==> config.mk <==
export PLATFORM = sky130hd
export DESIGN_NAME = pipelined_addsub
export DESIGN_NICKNAME = d
export VERILOG_FILES = /design/src/rtl/pipelined_addsub.sv
export SDC_FILE = /design/constraint.sdc
export NUM_CORES = 1
export LEC_CHECK = 0
export CORE_MARGIN = 3
export CORE_UTILIZATION = 55
export DETAILED_ROUTE_END_ITERATION = 8
export PLACE_DENSITY = 0.78
export RECOVER_POWER = 100
export SLEW_MARGIN = 5
export SYNTH_ARGS = -nofsm -noshare
export SYNTH_HDL_FRONTEND = slang
export SYNTH_SLANG_ARGS = --single-unit
==> constraint.sdc <==
create_clock -name clk -period 3.9 [get_ports clk]
set_clock_uncertainty 0.1 [all_clocks]
set_input_delay 0.39 -clock clk [delete_from_list [all_inputs] [get_ports clk]]
set_output_delay 0.39 -clock clk [all_outputs]
set_load 0.01 [all_outputs]
==> src/rtl/pipelined_addsub.sv <==
// Pipelined WIDTH-bit adder/subtractor: one CW-bit chunk per stage, carry chained
// between stages, valid/ready handshake with global stall, ARM-style N/Z/C/V flags.
module pipelined_addsub #(
    parameter int WIDTH  = 64,
    parameter int STAGES = 4
) (
    input  logic             clk,
    input  logic             reset_n,
    input  logic             in_valid,
    output logic             in_ready,
    input  logic [WIDTH-1:0] A,
    input  logic [WIDTH-1:0] B,
    input  logic             sub,
    output logic             out_valid,
    input  logic             out_ready,
    output logic [WIDTH-1:0] result,
    output logic             flag_n,
    output logic             flag_z,
    output logic             flag_c,
    output logic             flag_v
);
    localparam int CW = WIDTH / STAGES;

    logic valid_q [STAGES];
    logic carry_q [STAGES];
    logic stall;

    assign stall     = valid_q[STAGES-1] & ~out_ready;
    assign in_ready  = ~stall;
    assign out_valid = valid_q[STAGES-1];

    for (genvar gi = 0; gi < STAGES; gi++) begin : gen_stage
        // Stage gi sees the operand bits from chunk gi upward and the result bits below it.
        localparam int UPW = WIDTH - gi * CW;
        localparam int RW  = gi * CW + CW;

        logic [UPW-1:0] a_i;
        logic [UPW-1:0] b_i;
        logic           c_i;
        logic           v_i;
        logic [CW:0]    chunk_sum;
        logic [RW-1:0]  res_next;
        logic [RW-1:0]  res_reg;
        logic           valid_reg;
        logic           carry_reg;

        if (gi == 0) begin : gen_head
            // Subtraction as A + ~B + 1: sub both inverts B and is the chunk-0 carry-in.
            assign a_i      = A;
            assign b_i      = sub ? ~B : B;
            assign c_i      = sub;
            assign v_i      = in_valid;
            assign res_next = chunk_sum[CW-1:0];
        end else begin : gen_body
            assign a_i      = gen_stage[gi-1].gen_fwd.a_reg;
            assign b_i      = gen_stage[gi-1].gen_fwd.b_reg;
            assign c_i      = carry_q[gi-1];
            assign v_i      = valid_q[gi-1];
            assign res_next = {chunk_sum[CW-1:0], gen_stage[gi-1].res_reg};
        end

        assign chunk_sum = {1'b0, a_i[CW-1:0]} + {1'b0, b_i[CW-1:0]} + {{CW{1'b0}}, c_i};

        // Empty stages still advance, but only a valid op overwrites the data.
        always_ff @(posedge clk or negedge reset_n) begin
            if (!reset_n) begin
                valid_reg <= 1'b0;
                carry_reg <= 1'b0;
                res_reg   <= '0;
            end else if (!stall) begin
                valid_reg <= v_i;
                if (v_i) begin
                    carry_reg <= chunk_sum[CW];
                    res_reg   <= res_next;
                end
            end
        end

        assign valid_q[gi] = valid_reg;
        assign carry_q[gi] = carry_reg;

        if (gi < STAGES - 1) begin : gen_fwd
            logic [UPW-CW-1:0] a_reg;
            logic [UPW-CW-1:0] b_reg;

            always_ff @(posedge clk or negedge reset_n) begin
                if (!reset_n) begin
                    a_reg <= '0;
                    b_reg <= '0;
                end else if (!stall && v_i) begin
                    a_reg <= a_i[UPW-1:CW];
                    b_reg <= b_i[UPW-1:CW];
                end
            end
        end else begin : gen_last
            logic flag_n_reg;
            logic flag_z_reg;
            logic flag_v_reg;
            logic ovf_next;

            // Overflow: operands (with B already inverted) agree in sign, result does not.
            assign ovf_next = (a_i[UPW-1] == b_i[UPW-1]) && (res_next[RW-1] != a_i[UPW-1]);

            always_ff @(posedge clk or negedge reset_n) begin
                if (!reset_n) begin
                    flag_n_reg <= 1'b0;
                    flag_z_reg <= 1'b0;
                    flag_v_reg <= 1'b0;
                end else if (!stall && v_i) begin
                    flag_n_reg <= res_next[RW-1];
                    flag_z_reg <= (res_next == '0);
                    flag_v_reg <= ovf_next;
                end
            end

            assign result = res_reg;
            assign flag_n = flag_n_reg;
            assign flag_z = flag_z_reg;
            assign flag_c = carry_reg;
            assign flag_v = flag_v_reg;
        end
    end
endmodule

# --- After elaboration in Yosys (flattened, before gate mapping) ---
# Cells that the tools add are included.
classes:
  addsub: 8
  n_eq_ne: 2
  muxes: 1
  n_bitwise: 4
  reduce_logical: 11
op_table:
  columns: ["cell", "count"]
  rows:
  - ["$add A16 B16 Y17", 4]
  - ["$add A17 B1 Y17", 4]
  - ["$logic_not A64 Y1", 1]
  - ["$mux W64", 1]
  - ["$not A64 Y64", 1]
  - ["$reduce_and A2 Y1", 4]
  - ["$logic_and A1 B1 Y1", 5]
  - ["$not A1 Y1", 2]
  - ["$and A1 B1 Y1", 1]
  - ["$eq A1 B1 Y1", 1]
  - ["$logic_not A1 Y1", 1]
  - ["$ne A1 B1 Y1", 1]
totals:
  ff_bits: 363
  input_bits: 133
  output_inout_bits: 70
  word_cells: 47

# --- Longest topological paths before layout ---
# Gate-level depths: netlist of the first run.
logic_depth:
  word_depth: 4
  ltp_mapped: 11

# --- Worst setup path before layout of the first run ---
# OpenSTA, ideal clock, no wires.
synth_path:
  path_type: "input -> register"
  start: "input port sub"
  end: "register gen_stage[0].carry_reg"
  setup_ns: 0.129
  t_arrival_ns: 3.002
  t_required_ns: 3.671
  path_slack_ns: 0.668
  path_stages: 11
  cell_sequence: "buf_2 -> buf_1 -> xor2_1 -> fa_1 -> a211oi_1 -> nor2_1 -> o211ai_2 -> a21oi_1 -> o31ai_1 -> a211oi_1 -> o41a_1"
synth_via:
  elab_chain_cells: 3
synth_rtl:
  columns: ["element", "line_no", "text"]
  rows:
  - ["start: declaration", "13", "input logic sub,"]
  - ["$mux W64", "50", "assign b_i = sub ? ~B : B;"]
  - ["$add A16 B16 Y17", "62", "assign chunk_sum = {1'b0, a_i[CW-1:0]} + {1'b0, b_i[CW-1:0]} + {{CW{1'b0}}, c_i};"]
  - ["$add A17 B1 Y17 (*)", "62", null]
  - ["end signal: assignment", "73", "carry_reg <= chunk_sum[CW];"]
  - ["end: declaration", "45", "logic carry_reg;"]
# Every way passes the cells marked *; elsewhere a longest branch is shown, timed or not.
# A chain may end at the register's enable or synchronous reset.

# --- Final worst setup path of the first run ---
layout_path:
  start: "register gen_stage[2].carry_reg"
  end: "register gen_stage[3].carry_reg (netlist: flag_c)"
layout_via:
  elab_chain_cells: 1
layout_rtl:
  columns: ["element", "line_no"]
  rows:
  - ["start: declaration", "45"]
  - ["start signal: assignment", "73"]
  - ["$add A17 B1 Y17", "62"]
  - ["end signal: assignment", "73"]
  - ["end: declaration", "45"]
# No other way between the ends.

==> flow_summary.json, run 1 <==
{
  "clock-sinks": 362,
  "synthDistinctLibCells": 72,
  "synth_area_um2": 17100,
  "slowest_stage": "fa_1",
  "final_cell_mix": "dfrtp_1, nand2_1, mux2_2, clkdlybuf4s50_1, o21ai_0",
  "outcome": "complete, but fails checks",
  "gp_congestion": 0.883,
  "cts-resized-gates": 0,
  "ant_nets": 0,
  "grt_max_degree": 106,
  "period_share": 0.914,
  "slew_violations": 237,
  "place_area_um2": 19600,
  "via_count": 11878,
  "final_common_cell": "dfrtp_1",
  "timing.hold.ws_ps": 265,
  "rows": 63,
  "first_pass_iters": 5,
  "synthToLayoutAreaGrowth_pct": 21.2,
  "grt_usage": 0.225,
  "wl_met2_um": 18100,
  "worstPathArrival_ps": 3860,
  "worstPathCellList": "fa_1, fa_1, a211o_1, a21boi_0, o311ai_0, a31o_1, a21o_1, a2111oi_2, nor3_1",
  "ir_drop_v": 0.000342,
  "finalPower_w": 0.0174,
  "htree_levels": 2,
  "boundaryPins": 203,
  "insertion_delay_ps": 520,
  "cts_buffer_depth": 3,
  "place_hpwl_um": 26400,
  "wl_per_cell_um": 17.5,
  "hold_class": "in2reg",
  "avgViaCountPerCell": 5.57,
  "synth_ff_type": "dfrtp_1",
  "tns_ps": 0,
  "synth_nets": 1722,
  "nNetsFinal": 1917,
  "finalHoldViolCount": 0,
  "wl_um": 37400,
  "drive_gt1_frac": 0.169,
  "cts_buffers": 37,
  "cts.clk_slew.worst_paths_ps": 60,
  "leakage_nw": 9.43,
  "ys_ff_latch": 362,
  "cp_slowest_stage_delay_ps": 520,
  "min_period_ps": 3560,
  "p_per_area_nw_per_um2": 839,
  "grt_setup_unrepaired": "no",
  "highest_layer": "met4",
  "root_buffer": "clkbuf_16",
  "drt_iter0_markers": 697,
  "worstPathRequired_ps": 4190,
  "die_area_um2": 33200,
  "synth-async-reset-ratio": 1.00,
  "path_max_fanout": 5,
  "synth_edf_count": 0,
  "violations": "max-capacitance violations, max-slew violations",
  "syn_inst": 1522,
  "cts_tree": "done",
  "relSlewSlack": -0.788,
  "setup_violations": 0,
  "avgSynthCellArea_um2": 11.2,
  "antenna_found_initial": 0,
  "path_class": "reg2reg",
  "end_kind": "flip-flop",
  "overflow": 0,
  "grt_pass1_wl_um": 61200,
  "die_w_um": 182,
  "maxCapViolCount": 4,
  "die_h_um": 182,
  "core_um2": 30100,
  "antennaDiodeCount": 0,
  "wl_met1_um": 16800,
  "seq_area_frac_synth": 0.530,
  "portBuffers": 202,
  "worstMarginPinSlew_ps": 2680,
  "start_util": 0.567,
  "path_common_cell": "fa_1",
  "max_clock_freq_ghz": 0.281,
  "post-route-drc-count": 0,
  "worstSetupStartpointType": "flip-flop",
  "first_global_vias": 12112,
  "wl_met3_um": 1700,
  "yosysWarnings": 0,
  "final_cell_area_um2": 20700
}
## cells in the mapped netlist, types with 3 or more instances
library cell,instances,area (um2)
dfrtp_1,362,9060
xor2_1,34,298
nor2b_1,4,25.0
a21o_1,10,75.1
xnor2_1,62,543
o21ai_0,101,505
and3_1,7,43.8
nand3_1,24,120
nor3_1,24,120
a21oi_1,39,195
and2_1,4,25.0
o21a_1,8,60.1
fa_1,7,140
a211oi_2,3,37.5
clkbuf_1,36,135
or3_1,6,37.5
nand2_1,284,1070
buf_1,21,78.8
nor4_1,13,81.3
nor3b_1,5,37.5
a2111o_1,3,33.8
inv_1,33,124
o31ai_1,18,135
o41a_1,3,33.8
ha_1,60,751
a31oi_1,3,18.8
mux2_2,202,2270
a311oi_1,5,43.8
o211ai_1,6,45.0
or2_2,4,25.0
a211o_1,4,35.0
nor2_1,39,146
nand4_1,4,25.0
nand2b_1,8,50.1
buf_2,6,30.0
o21bai_1,4,30.0
o21ai_1,6,30.0
a211oi_1,14,105
## per-layer routing
layer / GRT usage / up-vias
met4: 0.0597 / 0
met3: 0.0321 / 55
met2: 0.375 / 254
met5: 0 / -
met1: 0.313 / 5858
li1: - / 5711
## cell families (layout without fill, tap and decap cells)
family	count (synthesis)	in the layout	synth area share
AOI/OAI and AO/OA	258	258	0.0997
xor gates and xnor gates	96	96	0.0492
DFF	362	362	0.530
and+or+nand+nor	435	435	0.110
buffers and inverters	100	322	0.0241
muxes	204	204	0.134
adders and majority gates	67	67	0.0521
## through the flow
step	utilization	cells	worst slack (ps)
global route	0.688	2134	182
finish	0.688	2134	335
floorplan	-	1522	668
global placement	0.650	2067	426
CTS	0.693	2134	614
detailed placement	0.650	2067	362
## power breakdown
part	switching, W	leakage (nW)	internal (W)
combinational	0.00366	4.36	0.00361
sequential	0.00103	4.44	0.00542
clock	0.00142	0.625	0.00224
total	0.00612	9.43	0.0113
## area by class of cell
cell class	instances	area (um2)
clock inverter	7	116
fill	2254	9400
multi-input combinational	1060	7580
sequential	362	9060
inverter	33	124
clock buffer	59	1160
tap	390	488
timing repair buffer	223	2180
## path summary, 6_finish.rpt
path                                           startpoint                             end  depth (start not counted)  slack, ps
max                                gen_stage[2].carry_reg                          flag_c                          9        340
min                                                   sub  gen_stage[0].gen_fwd.b_reg[37]                          3        270
max reg2reg                        gen_stage[2].carry_reg                          flag_c                          9        340
min reg2reg                gen_stage[0].gen_fwd.b_reg[20]  gen_stage[0].gen_fwd.b_reg[20]                          2        370
max in group asynchronous                         reset_n  gen_stage[0].gen_fwd.a_reg[27]                          3        720
min in group asynchronous                         reset_n                       result[4]                          2       1140
## critical path, delay by kind of cell (launching register included)
family	cells	cell delay (ps)
AO/OA/AOI/OAI	6	1880
AND/OR/NAND/NOR	1	90
adder cells (fa/ha/maj)	2	980
flip-flops	1	410
## timing repair
action / 4_1_cts / 5_1_grt
hold endpoints to repair: 99 / 0
buffers inserted: 0 / 0
hold buffers: 1 / 0
endpoints found under the setup margin: 0 / 0
(Power assumes the default switching activity.)
==> inputs of run 2 (changes only) <==
--- a/config.mk
+++ b/config.mk
@@ -5,7 +5,6 @@
 export SDC_FILE = /design/constraint.sdc
 export NUM_CORES = 1
 export LEC_CHECK = 0
-export CORE_MARGIN = 3
 export CORE_UTILIZATION = 55
 export DETAILED_ROUTE_END_ITERATION = 8
 export PLACE_DENSITY = 0.78
==> run 2 against run 1 <==
Net effect:
- the flow still finishes with violations (max-capacitance violations, max-slew violations)
- final area rose by 0.11%
- critical path depth unchanged
- core utilization is 1.0 points lower
- critical path type unchanged
- clock power about the same
- critical endpoint unchanged
- die area fell by 4.3%
- largest cell class unchanged
==> flow_summary.json, run 2 (same netlist as run 1, synthesis figures left out) <==
{
  "grt_setup_unrepaired": "no",
  "start_util": 0.558,
  "relSlewSlack": -0.740,
  "place_ws_ps": 348,
  "leakage_nw": 9.44,
  "end_kind": "flip-flop",
  "overflow": 0,
  "insertion_delay_ps": 530,
  "post-route-drc-count": 0,
  "core_um2": 30600,
  "worstPathArrival_ps": 3820,
  "setup_violations": 0,
  "worstSetupStartpointType": "flip-flop",
  "final_common_cell": "dfrtp_1",
  "slowest_stage": "fa_1",
  "portBuffers": 202,
  "cts_tree": "done",
  "drt_iter0_markers": 569,
  "slew_violations": 225,
  "die_h_um": 178,
  "avgViaCountPerCell": 5.50,
  "fin_ws_ps": 379,
  "die_area_um2": 31800,
  "worstPathRequired_ps": 4200,
  "wl_per_cell_um": 17.3,
  "tns_ps": 0,
  "die_w_um": 178,
  "path_max_fanout": 5,
  "path_common_cell": "fa_1",
  "violations": "max-capacitance violations, max-slew violations",
  "first_global_vias": 11894,
  "cp_slowest_stage_delay_ps": 500,
  "rows": 64,
  "period_share": 0.903,
  "final_cell_mix": "dfrtp_1, nand2_1, mux2_2, clkdlybuf4s50_1, o21ai_0",
  "nNetsFinal": 1910,
  "ant_nets": 0,
  "max_clock_freq_ghz": 0.284,
  "p_switching_w": 0.00611,
  "htree_levels": 2,
  "swShare": 0.351,
  "cts_buffer_depth": 3,
  "cts_setup_buffers": 0,
  "p_per_area_nw_per_um2": 838,
  "postLayoutCoreUtil": 0.678,
  "clock-sinks": 362,
  "gp_congestion": 0.897,
  "cts.clk_slew.worst_paths_ps": 60,
  "boundaryPins": 203,
  "cpLargestDelayFamily": "compound AO/OA/AOI/OAI gates",
  "via_count": 11743,
  "outcome": "complete, but fails checks",
  "grt_max_degree": 101,
  "first_pass_iters": 5,
  "seqPwrFrac": 0.370,
  "ir_drop_v": 0.000381,
  "hold_class": "in2reg",
  "root_buffer": "clkbuf_16",
  "cts_buffers": 38,
  "worstPathCellList": "fa_1, fa_1, a211o_1, a21boi_0, o311ai_0, a31o_1, a21o_1, a2111oi_0, nor3_1",
  "min_period_ps": 3520,
  "finalPower_w": 0.0174,
  "grt_usage": 0.239,
  "place_hpwl_um": 25700,
  "p_int_w": 0.0113,
  "wl_um": 36800,
  "synthToLayoutAreaGrowth_pct": 21.4,
  "drive_gt1_frac": 0.168,
  "maxCapViolCount": 4,
  "grt_pass1_wl_um": 60300,
  "crit_buf_inv": 0,
  "timing.hold.ws_ps": 296,
  "path_class": "reg2reg",
  "finalHoldViolCount": 0,
  "worstMarginPinSlew_ps": 2610,
  "p_comb_frac": 0.418,
  "antenna_found_initial": 3,
  "clkPwrFrac": 0.212
}
==> run 2: cell types whose count changed in the layout (fill, tap and decap cells not counted), moves of 2 or more <==
| cell | delta |
|---|---|
| clkinv_2 | +4 |
| buf_12 | +4 |
| clkbuf_2 | -3 |
| clkbuf_1 | -8 |
| diode_2 | +2 |
| clkbuf_16 | +2 |
| buf_4 | -2 |
==> run 2: final timing paths <==
path	from	end	slack [ps]	cells after the start
setup / recovery	gen_stage[2].carry_reg	flag_c	380	9
hold / removal	A[60]	gen_stage[0].gen_fwd.a_reg[44]	300	3
setup reg to reg	gen_stage[2].carry_reg	flag_c	380	9
hold reg to reg	result[58]	result[58]	370	2
min in group asynchronous	reset_n	gen_stage[1].res_reg[6]	1120	2
max in group asynchronous	reset_n	result[23]	1050	2
==> run 2: cell type report <==
cell class,instances,area [um2]
fillers,2333,9850
flip-flops and latches,362,9060
multi-input cells,1060,7560
repair buffers,215,2190
clock buffers,58,1200
well taps,396,495
inverters,33,124
clock inverters,9,97.6
diodes,2,5.00
==> run 2: timing repair <==
item / CTS / global route
endpoints found under the hold margin: 96 / 0
hold buffers: 1 / 0
resized for setup: 0 / 0
==> run 2: worst register-to-register path: stages (launching register included) <==
cell and delay, ps:
dfrtp_1 400, fa_1 500, fa_1 470, a211o_1 340
a21boi_0 320, o311ai_0 330, a31o_1 290, a21o_1 170
a2111oi_0 390, nor3_1 90
==> run 2: power by group through the flow <==
stage / Sequential, W / Clock [W] / Combinational [W]
after global routing: 0.00664 / 0.00392 / 0.00806
after floorplan: 0.00628 / 0 / 0.00528
final: 0.00644 / 0.00368 / 0.00727
after detailed placement: 0.00653 / 0 / 0.00746
after global placement: 0.00645 / 0 / 0.00723
after CTS: 0.00648 / 0.00376 / 0.00753
==> run 2: per-stage QoR <==
stage          instances  area [um2]
3_3_place_gp        2065       19500
5_1_grt             2134       20700
2_1_floorplan       1522       17100
4_1_cts             2133       20800
6_report            2135       20700
3_5_place_dp        2065       19500
==> run 2: layer usage <==
layer,track usage,share of wire,vias up
met2,0.396,0.48,238
met5,0,0.00035,-
met1,0.323,0.44,5743
met4,0.0734,0.023,2
met3,0.0392,0.048,61
li1,-,-,5699
==> inputs of run 3 (changes only) <==
--- a/config.mk
+++ b/config.mk
@@ -7,6 +7,7 @@
 export LEC_CHECK = 0
 export CORE_UTILIZATION = 55
 export DETAILED_ROUTE_END_ITERATION = 8
+export MAX_ROUTING_LAYER = met4
 export PLACE_DENSITY = 0.78
 export RECOVER_POWER = 100
 export SLEW_MARGIN = 5
==> run 3 against run 2 <==
Net effect:
- the flow still finishes with violations (max-capacitance violations, max-slew violations)
- setup slack improved by 100 ps
- sequential power barely moved
- via count rose by 1.3%
- total power rose by 2.3%
- largest power group unchanged
- sequential share of layout area fell by 0.32 points
- flip-flop and latch count did not move
- critical path depth did not move
- critical endpoint unchanged
==> flow_summary.json, run 3 (same netlist as run 1, synthesis figures left out) <==
{
  "wl_met2_um": 17900,
  "p_per_area_nw_per_um2": 852,
  "grt_max_degree": 118,
  "wl_met3_um": 1830,
  "antenna_found_initial": 2,
  "crit_start": "gen_stage[2].carry_reg",
  "ant_nets": 0,
  "hold_class": "in2reg",
  "cts_setup_buffers": 0,
  "setup_violations": 0,
  "finalHoldViolCount": 0,
  "clock-sinks": 362,
  "nNetsFinal": 1914,
  "insertion_delay_ps": 520,
  "reg2reg_depth": 9,
  "highest_layer": "met4",
  "min_period_ps": 3420,
  "relSlewSlack": -0.789,
  "dp_cells": 2068,
  "worstPathArrival_ps": 3710,
  "start_util": 0.558,
  "ir_drop_v": 0.000367,
  "root_buffer": "clkbuf_16",
  "r2r_slack_ps": 480,
  "grt_usage": 0.251,
  "final_cell_mix": "dfrtp_1, nand2_1, mux2_2, clkdlybuf4s50_1, o21ai_0",
  "cts_buffer_depth": 3,
  "worstMarginPinSlew_ps": 2680,
  "tns_ps": 0,
  "fill_cells": 2296,
  "cts_buffers": 39,
  "via_count": 11892,
  "avgViaCountPerCell": 5.55,
  "cts.clk_slew.worst_paths_ps": 60,
  "boundaryPins": 203,
  "first_global_vias": 12077,
  "worstPathRequired_ps": 4190,
  "period_share": 0.877,
  "path_max_fanout": 5,
  "final_common_cell": "dfrtp_1",
  "worstSetupStartpointType": "flip-flop",
  "endpoint": "flag_c",
  "post-route-drc-count": 0,
  "end_kind": "flip-flop",
  "violations": "max-capacitance violations, max-slew violations",
  "max_clock_freq_ghz": 0.292,
  "grt_pass1_wl_um": 61000,
  "cts_tree": "done",
  "wl_um": 37600,
  "rows": 64,
  "die_area_um2": 31800,
  "outcome": "complete, but fails checks",
  "die_w_um": 178,
  "core_um2": 30600,
  "gp_congestion": 0.922,
  "htree_levels": 2,
  "drt_iter0_markers": 651,
  "die_h_um": 178,
  "first_pass_iters": 5,
  "leakage_nw": 9.50,
  "r2r_start": "gen_stage[2].carry_reg",
  "postLayoutCoreUtil": 0.683,
  "place_hpwl_um": 25900,
  "overflow": 0,
  "worstReg2RegEnd": "flag_c",
  "stdcell_count": 2141,
  "drive_gt1_frac": 0.174,
  "path_class": "reg2reg",
  "slew_violations": 179,
  "portBuffers": 202,
  "wl_per_cell_um": 17.6,
  "grt_setup_unrepaired": "no",
  "maxCapViolCount": 3,
  "wl_met1_um": 16500,
  "synthToLayoutAreaGrowth_pct": 22.3
}
## run 3: cell count changes in the layout (fill, tap and decap cells not counted), moves of 2 or more
cell / change
bufinv_16: +4
clkinvlp_4: +2
clkdlybuf4s50_1: -2
dlygate4sd3_1: +2
## run 3: worst min path at each step
stage,end,slack [ps],depth (start not counted),from
floorplan,flag_c,-6,0,reset_n
global placement,gen_stage[0].res_reg[1],350,2,gen_stage[0].res_reg[1]
detailed placement,gen_stage[0].gen_fwd.a_reg[46],360,2,gen_stage[0].gen_fwd.a_reg[46]
CTS,gen_stage[0].gen_fwd.a_reg[13],270,3,A[29]
global route,gen_stage[0].gen_fwd.a_reg[22],300,3,A[38]
finish,gen_stage[0].gen_fwd.a_reg[13],290,3,A[29]
## run 3: per-stage QoR
| step | worst slack, ps | total power, W | area (um2) | hold WS, ps |
|---|---|---|---|---|
| 2_1_floorplan | 668 | 0.0116 | 17100 | -5.59 |
| 3_3_place_gp | 473 | 0.0137 | 19500 | 354 |
| 3_5_place_dp | 375 | 0.0140 | 19500 | 358 |
| 4_1_cts | 561 | 0.0181 | 21000 | 272 |
| 5_1_grt | 238 | 0.0190 | 20900 | 301 |
| 6_report | 479 | 0.0178 | 20900 | 294 |
## run 3: report_power, final
part	switching, W	internal (W)
registers	0.00103	0.00542
clock network	0.00149	0.00252
logic	0.00369	0.00363
total	0.00621	0.0116
## run 3: cell type report
type	instances	area, um2	share of cell area
Antenna cell	2	5.00	0.000240
Timing Repair Buffer	218	2200	0.105
Multi-Input combinational cell	1060	7590	0.363
Tap cell	396	495	0.0237
Inverter	33	124	0.00593
Sequential cell	362	9060	0.434
Clock buffer	56	1190	0.0571
Clock inverter	14	228	0.0109
## run 3: layer usage
layer | global-route usage | up-vias
met4 | 0.0925 | 0
met1 | 0.327 | 5824
met3 | 0.0384 | 83
li1 | - | 5707
met5 | - | -
met2 | 0.399 | 278
## run 3: repair_timing
| action | 4_1_cts | 5_1_grt |
|---|---|---|
| gates resized for setup | 0 | 0 |
| hold buffers | 1 | 0 |
| hold endpoints to repair | 112 | 0 |
## run 3: critical path: stages, from the launching register on
cell	delay [ps]
dfrtp_1	400
fa_1	500
fa_1	460
a211o_1	330
a21boi_0	410
o311ai_2	230
a31o_1	250
a21o_1	190
a2111oi_2	350
nor3_1	90
